$ cat src/rtl/fetch_unit.sv
// Fetch PC register and single-outstanding instruction fetch stage with a one-entry decode buffer.
// Optional FETCH_MISALIGN_TRAP_EN adds if_misaligned and traps misaligned fetch PCs instead of fetching.
module fetch_unit #(
    parameter logic [31:0] RESET_PC = 32'h0000_0000,
    parameter logic [31:0] NOP_INST = 32'h0000_0013
) (
    input  logic        clk,
    input  logic        rst,
    input  logic        redirect,
    input  logic [31:0] new_pc,
    output logic [31:0] current_pc,
    output logic        imem_req,
    output logic [31:0] imem_addr,
    input  logic        imem_ready,
    input  logic        imem_rvalid,
    input  logic [31:0] imem_rdata,
    output logic        if_valid,
    output logic [31:0] if_inst,
    output logic [31:0] if_pc,
`ifdef FETCH_MISALIGN_TRAP_EN
    output logic        if_misaligned,
`endif
    input  logic        id_ready
);

    typedef enum logic [1:0] {
        S_REQ,
        S_WAIT,
        S_DROP
    } state_e;

    state_e      state_q, state_d;
    logic [31:0] current_pc_q, current_pc_d;
    logic [31:0] req_pc_q, req_pc_d;
    logic        if_valid_q, if_valid_d;
    logic [31:0] if_inst_q, if_inst_d;
    logic [31:0] if_pc_q, if_pc_d;
    logic        buf_free;
    logic        issue;
    logic        consume;
    logic        pc_misaligned;

`ifdef FETCH_MISALIGN_TRAP_EN
    logic        if_misaligned_q, if_misaligned_d;
    assign pc_misaligned = (current_pc_q[1:0] != 2'b00);
    assign imem_addr     = current_pc_q;
    assign if_misaligned = if_misaligned_q;
`else
    assign pc_misaligned = 1'b0;
    assign imem_addr     = {current_pc_q[31:2], 2'b00};
`endif

    // A fill may only land in an empty or draining buffer.
    assign buf_free = !if_valid_q || id_ready;
    assign imem_req = !rst && (state_q == S_REQ) && !redirect
                      && buf_free && !pc_misaligned;
    assign issue    = imem_req && imem_ready;
    assign consume  = if_valid_q && id_ready;

    assign current_pc = current_pc_q;
    assign if_valid   = if_valid_q;
    assign if_inst    = if_inst_q;
    assign if_pc      = if_pc_q;

    always_comb begin
        state_d      = state_q;
        current_pc_d = current_pc_q;
        req_pc_d     = req_pc_q;
        if_valid_d   = if_valid_q;
        if_inst_d    = if_inst_q;
        if_pc_d      = if_pc_q;
`ifdef FETCH_MISALIGN_TRAP_EN
        if_misaligned_d = if_misaligned_q;
`endif
        if (consume) begin
            if_valid_d = 1'b0;
`ifdef FETCH_MISALIGN_TRAP_EN
            if_misaligned_d = 1'b0;
`endif
        end
        unique case (state_q)
            S_REQ: begin
                if (issue) begin
                    req_pc_d     = current_pc_q;
                    current_pc_d = new_pc;
                    state_d      = S_WAIT;
                end
`ifdef FETCH_MISALIGN_TRAP_EN
                else if (!redirect && buf_free && pc_misaligned) begin
                    if_valid_d      = 1'b1;
                    if_misaligned_d = 1'b1;
                    if_pc_d         = current_pc_q;
                    if_inst_d       = NOP_INST;
                end
`endif
            end
            S_WAIT: begin
                if (imem_rvalid) begin
                    state_d = S_REQ;
                    if (!redirect) begin
                        if_valid_d = 1'b1;
                        if_inst_d  = imem_rdata;
                        if_pc_d    = req_pc_q;
`ifdef FETCH_MISALIGN_TRAP_EN
                        if_misaligned_d = 1'b0;
`endif
                    end
                end else if (redirect) begin
                    state_d = S_DROP;
                end
            end
            S_DROP: begin
                if (imem_rvalid) state_d = S_REQ;
            end
            default: state_d = S_REQ;
        endcase
        // Redirect flushes the buffer and overrides everything else.
        if (redirect) begin
            current_pc_d = new_pc;
            if_valid_d   = 1'b0;
            if_inst_d    = NOP_INST;
`ifdef FETCH_MISALIGN_TRAP_EN
            if_misaligned_d = 1'b0;
`endif
        end
    end

    always_ff @(posedge clk) begin
        if (rst) begin
            state_q      <= S_REQ;
            current_pc_q <= RESET_PC;
            req_pc_q     <= RESET_PC;
            if_valid_q   <= 1'b0;
            if_inst_q    <= NOP_INST;
            if_pc_q      <= 32'h0;
`ifdef FETCH_MISALIGN_TRAP_EN
            if_misaligned_q <= 1'b0;
`endif
        end else begin
            state_q      <= state_d;
            current_pc_q <= current_pc_d;
            req_pc_q     <= req_pc_d;
            if_valid_q   <= if_valid_d;
            if_inst_q    <= if_inst_d;
            if_pc_q      <= if_pc_d;
`ifdef FETCH_MISALIGN_TRAP_EN
            if_misaligned_q <= if_misaligned_d;
`endif
        end
    end

endmodule

$ cat config.mk
export PLATFORM = sky130hd
export DESIGN_NAME = fetch_unit
export DESIGN_NICKNAME = d
export VERILOG_FILES = /design/src/rtl/fetch_unit.sv
export SDC_FILE = /design/constraint.sdc
export NUM_CORES = 1
export LEC_CHECK = 0
export ABC_CLOCK_PERIOD_IN_PS = 5550
export BUFFER_PORTS_ARGS = -buffer_cell sky130_fd_sc_hd__clkbuf_2
export CORE_AREA = 3 3 148 150
export DETAILED_ROUTE_END_ITERATION = 10
export DIE_AREA = 0 0 151 153
export GPL_TIMING_DRIVEN = 1
export PLACE_DENSITY = 0.63
export SLEW_MARGIN = 30
export SYNTH_ARGS = -nofsm -noshare
export SYNTH_HDL_FRONTEND = slang
export SYNTH_SLANG_ARGS = --single-unit
$ cat constraint.sdc
create_clock -name clk -period 5.55 [get_ports clk]
set_clock_uncertainty 0.2 [all_clocks]
set_input_delay 0.2775 -clock clk [delete_from_list [all_inputs] [get_ports clk]]
set_output_delay 0.2775 -clock clk [all_outputs]
set_load 0.01 [all_outputs]
======== After elaboration in Yosys (flattened, before gate mapping) ========
Cells that the tools add are included.
storage, ports and cells
  output and inout bits ................... 130
  input bits .............................. 70
  bits in registers ....................... 131
  logic and storage cells ................. 41
operators by class
  bitwise gates (word level) .............. 1
  muxes and demuxes ....................... 11
  equal/unequal tests ..................... 5
  reductions and logical operators ........ 18
operators by type and width
  cell                                                  count
  2-to-1 mux 32 bit                                     3
  2-to-1 mux 2 bit                                      4
  case mux 2 bit (3 select lines)                       1
  AND reduction 2 bit                                   3
  AND reduction 3 bit                                   2
  logical AND 1 bit                                     5
  != test 2 bit (second input constant)                 2
  nonzero test 2 bit                                    2
  zero test 1 bit                                       3
  2-to-1 mux 1 bit                                      3
  != test 3 bit (second input constant)                 1
  equality test 2 x 1 -> 1 bit (second input constant)  1
  equality test 2 bit (second input constant)           1
  zero test 2 bit                                       1
  OR reduction 2 bit                                    1
  logical OR 1 bit                                      1
  inverter 1 bit                                        1

======== Logic depth before layout (Yosys ltp) ========
Gate-level depths: netlist of the first run.
  depth in word-level cells ............... 8
  gate-level depth with buffers ........... 6

======== Worst setup path before layout of the first run ========
OpenSTA, ideal clock, no wires.
  path kind ............................... register to register
  start point ............................. reg state_q[0]
  end point ............................... reg req_pc_q[10]
  slack ................................... 3.753 ns
  arrival time ............................ 1.526 ns
  cell stages (with the launch flop) ...... 7
  cells stage by stage .................... dfxtp_1 > buf_6 > or2_1 > buf_6 > nor4b_4 > buf_6 > mux2i_1
between the ends
  cells in the longest elaborated chain, start to end .. 6
ends and longest elaborated chain
  what                             RTL line  RTL
  start: declaration               32        state_e state_q, state_d;
  start signal: assignment         140       state_q <= state_d;
  zero test 2 bit *                55, 81
  logical AND 1 bit (2 in series)  55        assign imem_req = !rst && (state_q == S_REQ) && !redirect
  logical AND 1 bit                56        && buf_free && !pc_misaligned;
  logical AND 1 bit                57        assign issue = imem_req && imem_ready;
  AND reduction 2 bit (no line) *  n/a
  end signal: assignment           142       req_pc_q <= req_pc_d;
  end: declaration                 34        logic [31:0] req_pc_q, req_pc_d;
Mark *: on every way between the ends. The rest lies on a longest branch, timed or not.
A chain may end at the register's enable or synchronous reset.

======== Worst setup path after layout of the first run ========
  start point ............................. reg state_q[1]
  end point ............................... out imem_req
between the ends
  cells in the longest elaborated chain, start to end .. 4
ends and longest elaborated chain
  what                             RTL line  RTL
  zero test 2 bit                  55
  logical AND 1 bit (2 in series)  55
  logical AND 1 bit                56
  end: declaration                 12        output logic imem_req,
No other way between the ends.

==> qor.csv, run 1 <==
stage,metric,value,unit
sta,Final Critical Period,2300,ps
placement,PortBufs,197,
global_route,vias in the first global route,5364,
drt,drt wl/cell,15.0,microns
finish,share of layout cells above drive strength 1,25.3,%
synthesis,post-synthesis sequential area ratio,42.6,%
floorplan,die area,23100,sq um
global_route,initial antenna violation count,1,
synthesis,Main synth FF type,dfxtp_1,
global_route,total track usage,15.9,%
setup_path,critical path endpoint category,output pin,
setup_path,Worst path top cell family by delay,simple AND/OR/NAND/NOR gates,
drt,WL met3,952,microns
drt,Via density,4.78,
setup_path,top fanout value on the critical path,34,
setup_path,critical path launch point type,flip-flop,
sta,RSZ-0062 raised after global routing,no,
sta,Slew Limit Fails,0,
job,# Max-Cap Violations,0,
cts,"Reg clk slew, reported paths",60,ps
setup_path,biggest cell delay along the critical path,400,ps
cts,number of clock sinks,131,
sta,slew margin rel.,46.0,%
setup_path,worst-path cell chain,or2_1 -> buf_4 -> nor3_1 -> clkbuf_2,
drt,met2 WL post-DR,8370,microns
sta,Max Freq,436,MHz
finish,Nets,1029,
floorplan,Initial Util,29.5,%
global_route,total gr overflow,0,
cts,total setup buffers inserted after CTS,0,
power_and_ir_drop,Pleak,3.29,nW
synthesis,Cells after Synth,776,
setup_path,Crit path required time,5070,ps
cts,CTS H-tree depth,4,
drt,met1 WL,8900,microns
floorplan,Die Span X,151,microns
power_and_ir_drop,power per cell area,296,nW/um^2
finish,Area Overhead vs Synth,34.8,%
min_path,Hold Path Class,flip-flop to flip-flop,
finish,# fillers,2174,
cts,Clk Tree Root Cell,clkbuf_16,
synthesis,Avg Synthesized Cell Area,7.93,sq um
sta,worst slew pin tran,810,ps
global_route,first-pass GRT wire length,29700,microns
cts,number of buffers created by CTS,17,
setup_path,CP arrival,1820,ps
setup_path,critical path type,flip-flop to output pin,
sta,# setup viols final,0,
synthesis,Post-synth EDFFs,0,
power_and_ir_drop,Worst VDD drop,0.229,mV
cts,Hold Buf Count CTS,65,
synthesis,Mapped Area,6150,sq um
setup_path,slowest CP cell,dfxtp_1,
placement,RD Place Congestion,0.768,
placement,hpwl dp,12100,microns
status,status,"finished, final reports clean",
power_and_ir_drop,Power Total,0.00245,W
drt,1st-iter DRT viols,559,
drt,post-route ant nets,0,
global_route,largest net degree at the start of global routing,103,
floorplan,Std-Cell Rows,53,
drt,DR pass1 iterations,4,
cts,Clock Latency Late Sink,410,ps
sta,Final Hold Violating Endpoints,0,
finish,final core utilization,39.8,%
cts,Longest Clk Path Bufs,2,
cts,post-CTS sizing,0,
drt,Routed WL,18700,microns
synthesis,Ys Warns,0,
floorplan,Die Ht,153,microns
drt,highest metal used,met4,
setup_path,CP Buf/Inv Count,2,
drt,vias,5966,
drt,DRC viols,0,
synthesis,Yosys reg bits,131,
cts,TritonCTS clock tree,yes,
sta,hold slack,250,ps
sta,Tcrit/Tclk final,41.4,%
synthesis,unique cell type count in the Yosys netlist,29,
floorplan,io pins,200,
floorplan,Core Region,20800,sq um
synthesis,Post-synth ARST share,0,%
sta,Sum Neg Setup Slack,0,ps
## cells by family (layout without fill, tap and decap cells)
kind of cell | after synthesis | count (layout) | share of synthesized area (%)
other | 1 | 3 | 0.0610
buffers and inverters | 113 | 308 | 9.48
and+or+nand+nor | 371 | 371 | 31.5
DFF | 131 | 131 | 42.6
AOI/OAI and AO/OA | 128 | 128 | 11.1
muxes | 32 | 32 | 5.21
## worst min-delay path: stages, from the launching register on
cell	delay, ps
dfxtp_1	310
nand2_1	50
a21oi_1	50
## power by group
part | total (W) | internal [W] | switching [W]
registers | 0.00102 | 0.000974 | 0.0000436
clock network | 0.00114 | 0.000712 | 0.000432
logic | 0.000289 | 0.000133 | 0.000155
## synthesized netlist by cell type, types with 22 or more instances
cell type	n	area, sq um
a21oi_1	63	315
a31oi_1	33	206
buf_4	32	240
clkbuf_1	64	240
dfxtp_1	131	2620
mux2i_1	32	320
nand2_1	192	721
nand3_1	35	175
nand4_1	32	200
nor2b_1	34	213
nor3b_1	32	240
nor4b_1	32	280
o21ai_1	22	110
## flip-flops by register name (all words and copies together), names as in the netlist
name,cells
if_inst,32
state_q,2
if_pc,32
if_valid,1
current_pc,32
req_pc_q,32
## per-stage QoR
| step | instances | instance area (sq um) | setup WS [ps] |
|---|---|---|---|
| floorplan | 777 | 6160 | 3750 |
| global route | 1248 | 8290 | 3200 |
| CTS | 1247 | 8290 | 3250 |
| finish | 1248 | 8290 | 3250 |
| detailed placement | 1150 | 7030 | 3070 |
| global placement | 1150 | 7030 | 3090 |
## layout make-up
cell class | count | area (sq um) | area share, %
Clock buffer | 18 | 429 | 5.18
Sequential cell | 131 | 2620 | 31.6
Clock inverter | 14 | 178 | 2.14
Inverter | 2 | 8.76 | 0.106
Tap cell | 275 | 344 | 4.15
Multi-Input combinational cell | 533 | 2970 | 35.8
Timing Repair Buffer | 274 | 1740 | 20.9
Antenna cell | 1 | 2.50 | 0.0302
## routing by layer
layer | vias up | GRT usage, %
li1 | 3018 | -
met1 | 2744 | 22.7
met2 | 170 | 22.9
met3 | 34 | 4.18
met4 | 0 | 6.04
met5 | - | 0
## placed cells by master, fill, tap and decap left out
master         Yosys  final
clkbuf_2           0    195
nand2_1          192    192
dfxtp_1          131    131
dlygate4sd3_1      0     65
a21oi_1           63     63
nand3_1           35     35
nor2b_1           34     33
a31oi_1           33     33
nor3b_1           32     32
nand4_1           32     32
nor4b_1           32     32
mux2i_1           32     32
o21ai_1           22     22
clkbuf_16          0     17
buf_4             32     13
o21ai_0           10     10
clkinv_4           0      5
nor3_1             3      3
clkinv_2           0      3
bufinv_16          0      3
inv_6              0      3
or2_1              2      2
conb_1             1      2
diode_2            0      1
nor2b_2            0      1
nand2b_1           1      1
nor2_2             0      1
nor4b_4            1      1
and3b_2            0      1
nand3b_1           1      1
nor2_1             2      1
nor4bb_4           0      1
nand4bb_1          1      1
inv_1              1      1
and3b_1            2      1
clkinvlp_4         0      1
clkbuf_1          64      1
buf_6              5      1
## final timing paths
kind	slack, ps	endpoint	from	depth (start not counted)
min	250	if_pc[19]$_SDFFE_PP0P_	req_pc_q[19]$_SDFFE_PP0P_	2
max reg2reg	3350	req_pc_q[6]$_SDFFE_PP0P_	state_q[1]$_SDFFE_PP0P_	5
max	3250	imem_req	state_q[1]$_SDFFE_PP0P_	4
min reg2reg	250	if_pc[19]$_SDFFE_PP0P_	req_pc_q[19]$_SDFFE_PP0P_	2
Power figures use the tool's default switching activity.
==> inputs of run 2 (changes only) <==
==> config.mk (replaced) <==
export PLATFORM = sky130hd
export DESIGN_NAME = fetch_unit
export DESIGN_NICKNAME = d
export VERILOG_FILES = /design/src/rtl/fetch_unit.sv
export SDC_FILE = /design/constraint.sdc
export NUM_CORES = 1
export LEC_CHECK = 0
export ABC_AREA = 1
export ABC_CLOCK_PERIOD_IN_PS = 2150
export BUFFER_PORTS_ARGS = -buffer_cell sky130_fd_sc_hd__clkbuf_2
export CORE_AREA = 3 3 135 137
export DETAILED_ROUTE_END_ITERATION = 10
export DIE_AREA = 0 0 138 140
export GPL_TIMING_DRIVEN = 1
export PLACE_DENSITY = 0.65
export SLEW_MARGIN = 30
export SYNTH_ARGS = -nofsm -noshare
export SYNTH_HDL_FRONTEND = slang
export SYNTH_SLANG_ARGS = --single-unit
==> constraint.sdc (replaced) <==
create_clock -name clk -period 2.15 [get_ports clk]
set_clock_uncertainty 0.2 [all_clocks]
set_input_delay 0.1075 -clock clk [delete_from_list [all_inputs] [get_ports clk]]
set_output_delay 0.1075 -clock clk [all_outputs]
set_load 0.01 [all_outputs]
==> run 2 against run 1 <==
  * Critical path depth grew 3
  * Die area fell by 16%
  * Sequential share of layout area grew 3.7 points
  * Utilization rose by 3.4 points
  * First-iteration DRC count shrank 50%
  * Clock power rose to 2.9 times the previous value
  * Combinational power up 110%
  * Sequential power rose to 2.5 times the previous value
  * Clock-buffer cell count is 4 higher
  * Worst hold slack hardly changed
  * Critical path type is now input port to flip-flop
  * Non-clock buffer count increased by 5
  * Largest power group unchanged
==> qor.csv, run 2 <==
stage,metric,value,unit,change
drt,drt wl/cell,12.9,microns,was 15.0 microns
power_and_ir_drop,Clock Power Share,50.4,%,was 46.7%
cts,Clk Tree Root Cell,clkbuf_16,,unchanged
finish,"most common cell after layout, fill and taps aside",clkbuf_2,,unchanged
sta,Tcrit/Tclk final,94.1,%,
floorplan,Std-Cell Rows,48,,was 53
power_and_ir_drop,Flop pwr share,40.1,%,was 41.5%
cts,Longest Clk Path Bufs,2,,unchanged
cts,CTS H-tree depth,4,,unchanged
placement,Post-Place Setup Slack,365,ps,was 3070 ps
finish,Nets,974,,was 1029
drt,1st-iter DRT viols,280,,was 559
synthesis,commonest cells in the netlist,"166 x nor2_1, 131 x dfxtp_1, 94 x nand2_1, 62 x a21oi_1, 62 x o21ai_0",,"was 192 x nand2_1, 131 x dfxtp_1, 64 x clkbuf_1, 63 x a21oi_1, 35 x nand3_1"
power_and_ir_drop,internal power,0.00504,W,was 0.00182 W
setup_path,critical path endpoint category,flip-flop,,was output pin
power_and_ir_drop,power per cell area,872,nW/um^2,was 296 nW/um^2
drt,DRC viols,0,,unchanged
global_route,total gr overflow,0,,unchanged
setup_path,worst-path cell chain,dlygate4sd3_1 -> clkbuf_2 -> nor2_4 -> nand4_4 -> buf_6 -> a21oi_1 -> dlygate4sd3_1,,was or2_1 -> buf_4 -> nor3_1 -> clkbuf_2
power_and_ir_drop,Power Total,0.00647,W,was 0.00245 W
finish,Area Overhead vs Synth,45.3,%,was 34.8%
sta,Max Freq,494,MHz,
power_and_ir_drop,Comb pwr share,9.5,%,was 11.8%
sta,slew margin rel.,62.7,%,was 46.0%
setup_path,Crit path required time,2300,ps,was 5070 ps
setup_path,critical path launch point type,input port,,was flip-flop
synthesis,Post-synth ARST share,0,%,unchanged
sta,Sum Neg Setup Slack,0,ps,unchanged
sta,RSZ-0062 raised after global routing,no,,unchanged
drt,vias,5011,,was 5966
global_route,vias in the first global route,4665,,was 5364
setup_path,CP arrival,2170,ps,was 1820 ps
setup_path,R2R Setup Slk,220,ps,was 3350 ps
cts,"Reg clk slew, reported paths",60,ps,about the same
placement,dpl cell area,6040,sq um,was 7030 sq um
synthesis,Main synth FF type,dfxtp_1,,unchanged
global_route,initial antenna violation count,0,,was 1
finish,ant diodes,0,,was 1
global_route,largest net degree at the start of global routing,97,,was 103
synthesis,Ys Warns,0,,unchanged
floorplan,Initial Util,29.7,%,was 29.5%
power_and_ir_drop,Net Sw Frac,22.1,%,was 25.7%
setup_path,R2R cell count,5,,unchanged
drt,Via density,4.39,,was 4.78
floorplan,io pins,200,,unchanged
setup_path,critical path type,input port to flip-flop,,was flip-flop to output pin
job,# Max-Cap Violations,0,,unchanged
synthesis,Yosys top cell by area,dfxtp_1,,unchanged
cts,total setup buffers inserted after CTS,0,,unchanged
synthesis,Avg Synthesized Cell Area,7.49,sq um,was 7.93 sq um
power_and_ir_drop,Sw Pwr,0.00143,W,was 0.000631 W
placement,RD Place Congestion,0.771,,was 0.768
min_path,Hold Path Class,input port to flip-flop,,was flip-flop to flip-flop
setup_path,Crit path top cell by count,dlygate4sd3_1,,
global_route,first-pass GRT wire length,23800,microns,was 29700 microns
synthesis,post-synthesis sequential area ratio,51.4,%,was 42.6%
setup_path,Critical Path Start,redirect,,was state_q[1]$_SDFFE_PP0P_
synthesis,unique cell type count in the Yosys netlist,20,,was 29
cts,number of clock sinks,131,,unchanged
synthesis,Cells after Synth,682,,was 776
setup_path,FF-to-FF End,state_q[0]$_SDFFE_PP0P_,,was req_pc_q[6]$_SDFFE_PP0P_
synthesis,Post-synth EDFFs,0,,unchanged
setup_path,biggest cell delay along the critical path,570,ps,was 400 ps
synthesis,Yosys reg bits,131,,unchanged
global_route,total track usage,15.1,%,was 15.9%
synthesis,most area-consuming cells after synthesis,"dfxtp_1 51%, nor2_1 12%, nand2_1 6.9%",,"was dfxtp_1 43%, nand2_1 12%, mux2i_1 5.2%"
finish,share of layout cells above drive strength 1,26.6,%,was 25.3%
synthesis,post-synth top area share,51.4,%,was 42.6%
floorplan,Die Ht,140,microns,was 153 microns
setup_path,Worst setup endpoint,state_q[0]$_SDFFE_PP0P_,,was imem_req
setup_path,FF-to-FF Start,state_q[1]$_SDFFE_PP0P_,,unchanged
cts,number of buffers created by CTS,17,,unchanged
power_and_ir_drop,Worst VDD drop,0.551,mV,was 0.229 mV
floorplan,Die Span X,138,microns,was 151 microns
setup_path,top fanout value on the critical path,51,,was 34
sta,Final Hold Violating Endpoints,0,,unchanged
synthesis,most common cell in the netlist,nor2_1,,was nand2_1
status,status,"finished, final reports clean",,unchanged
sta,Final Critical Period,2020,ps,
drt,post-route ant nets,0,,unchanged
sta,Slew Limit Fails,0,,unchanged
synthesis,Mapped Area,5110,sq um,was 6150 sq um
sta,# setup viols final,0,,unchanged
placement,PortBufs,197,,unchanged
finish,# fillers,1759,,was 2174
floorplan,Core Region,17200,sq um,was 20800 sq um
drt,Routed WL,14700,microns,was 18700 microns
cts,TritonCTS clock tree,yes,,unchanged
finish,final instance area,7420,sq um,was 8290 sq um
drt,DR pass1 iterations,4,,unchanged
cts,Clock Latency Late Sink,410,ps,about the same
floorplan,die area,19300,sq um,was 23100 sq um
sta,worst slew pin tran,559,ps,was 810 ps
placement,hpwl dp,9120,microns,was 12100 microns
finish,most frequent cells in the layout,"197 x clkbuf_2, 166 x nor2_1, 131 x dfxtp_1",,"was 195 x clkbuf_2, 192 x nand2_1, 131 x dfxtp_1"
power_and_ir_drop,Pleak,3.55,nW,was 3.29 nW
setup_path,slowest CP cell,dlygate4sd3_1,,was dfxtp_1
sta,final worst slack,127,ps,was 3250 ps
-- run 2: power by group through the flow --
stage / Sequential [W] / Combinational, W / Clock (W)
finish: 0.00259 / 0.000615 / 0.00326
global route: 0.00261 / 0.000689 / 0.00343
CTS: 0.00259 / 0.000617 / 0.00334
detailed placement: 0.00265 / 0.000515 / 0
global placement: 0.00264 / 0.000511 / 0
floorplan: 0.00265 / 0.000329 / 0
-- run 2: per-layer routing --
metal	routed length, microns	part of all wire (%)	up-vias	track usage [%]
met3	813	5.5	24	4.75
met5	0	0	-	0
met4	329	2.2	0	6.08
met2	7070	48	161	25.4
li1	-	-	2569	-
met1	6520	44	2257	17.9
-- run 2: critical path, delay by kind of cell --
| family | cells | cell delay, ps |
|---|---|---|
| compound gates | 1 | 170 |
| buf+inv | 4 | 1530 |
| simple gates | 2 | 370 |
-- run 2: how the worst min path moves through the flow --
stage                        from                 endpoint  slack [ps]  cells past startpoint
floorplan                     rst  state_q[0]$_SDFFE_PP0P_         -20                      1
global placement    imem_rdata[4]  if_inst[4]$_SDFFE_PP1P_         120                      3
detailed placement  imem_rdata[1]  if_inst[1]$_SDFFE_PP1P_         120                      3
CTS                 imem_rdata[1]  if_inst[1]$_SDFFE_PP1P_         220                      4
global route        imem_rdata[4]  if_inst[4]$_SDFFE_PP1P_         260                      4
finish              imem_rdata[4]  if_inst[4]$_SDFFE_PP1P_         250                      4
-- run 2: what timing repair did --
item	in CTS	in global routing
hold endpoints to repair	73	0
resized for setup	0	1
endpoints found under the setup margin	0	1
hold buffers	71	0
-- run 2: stage by stage --
| step | util [%] | instances | hold WS [ps] |
|---|---|---|---|
| after floorplan | - | 683 | -23.4 |
| after global placement | 35.2 | 1039 | 123 |
| after detailed placement | 35.2 | 1039 | 118 |
| after CTS | 43.2 | 1141 | 222 |
| after global routing | 43.2 | 1141 | 258 |
| final | 43.2 | 1141 | 251 |
-- run 2: final cells by class --
class	instances	area (sq um)	area share [%]
Tap cell	225	282	3.79
Clock inverter	9	201	2.72
Clock buffer	22	464	6.26
Timing Repair Buffer	279	1820	24.5
Inverter	42	158	2.12
Multi-Input combinational cell	433	1870	25.2
Sequential cell	131	2620	35.3
-- run 2: cells by family (layout without fill, tap and decap cells) --
kind of cell / Yosys count / count (layout) / synth area share (%)
other: 1 / 2 / 0.0734
AOI/OAI and AO/OA: 128 / 128 / 12.5
buffers and inverters: 119 / 352 / 12.1
DFF: 131 / 131 / 51.4
and+or+nand+nor: 303 / 303 / 24.0
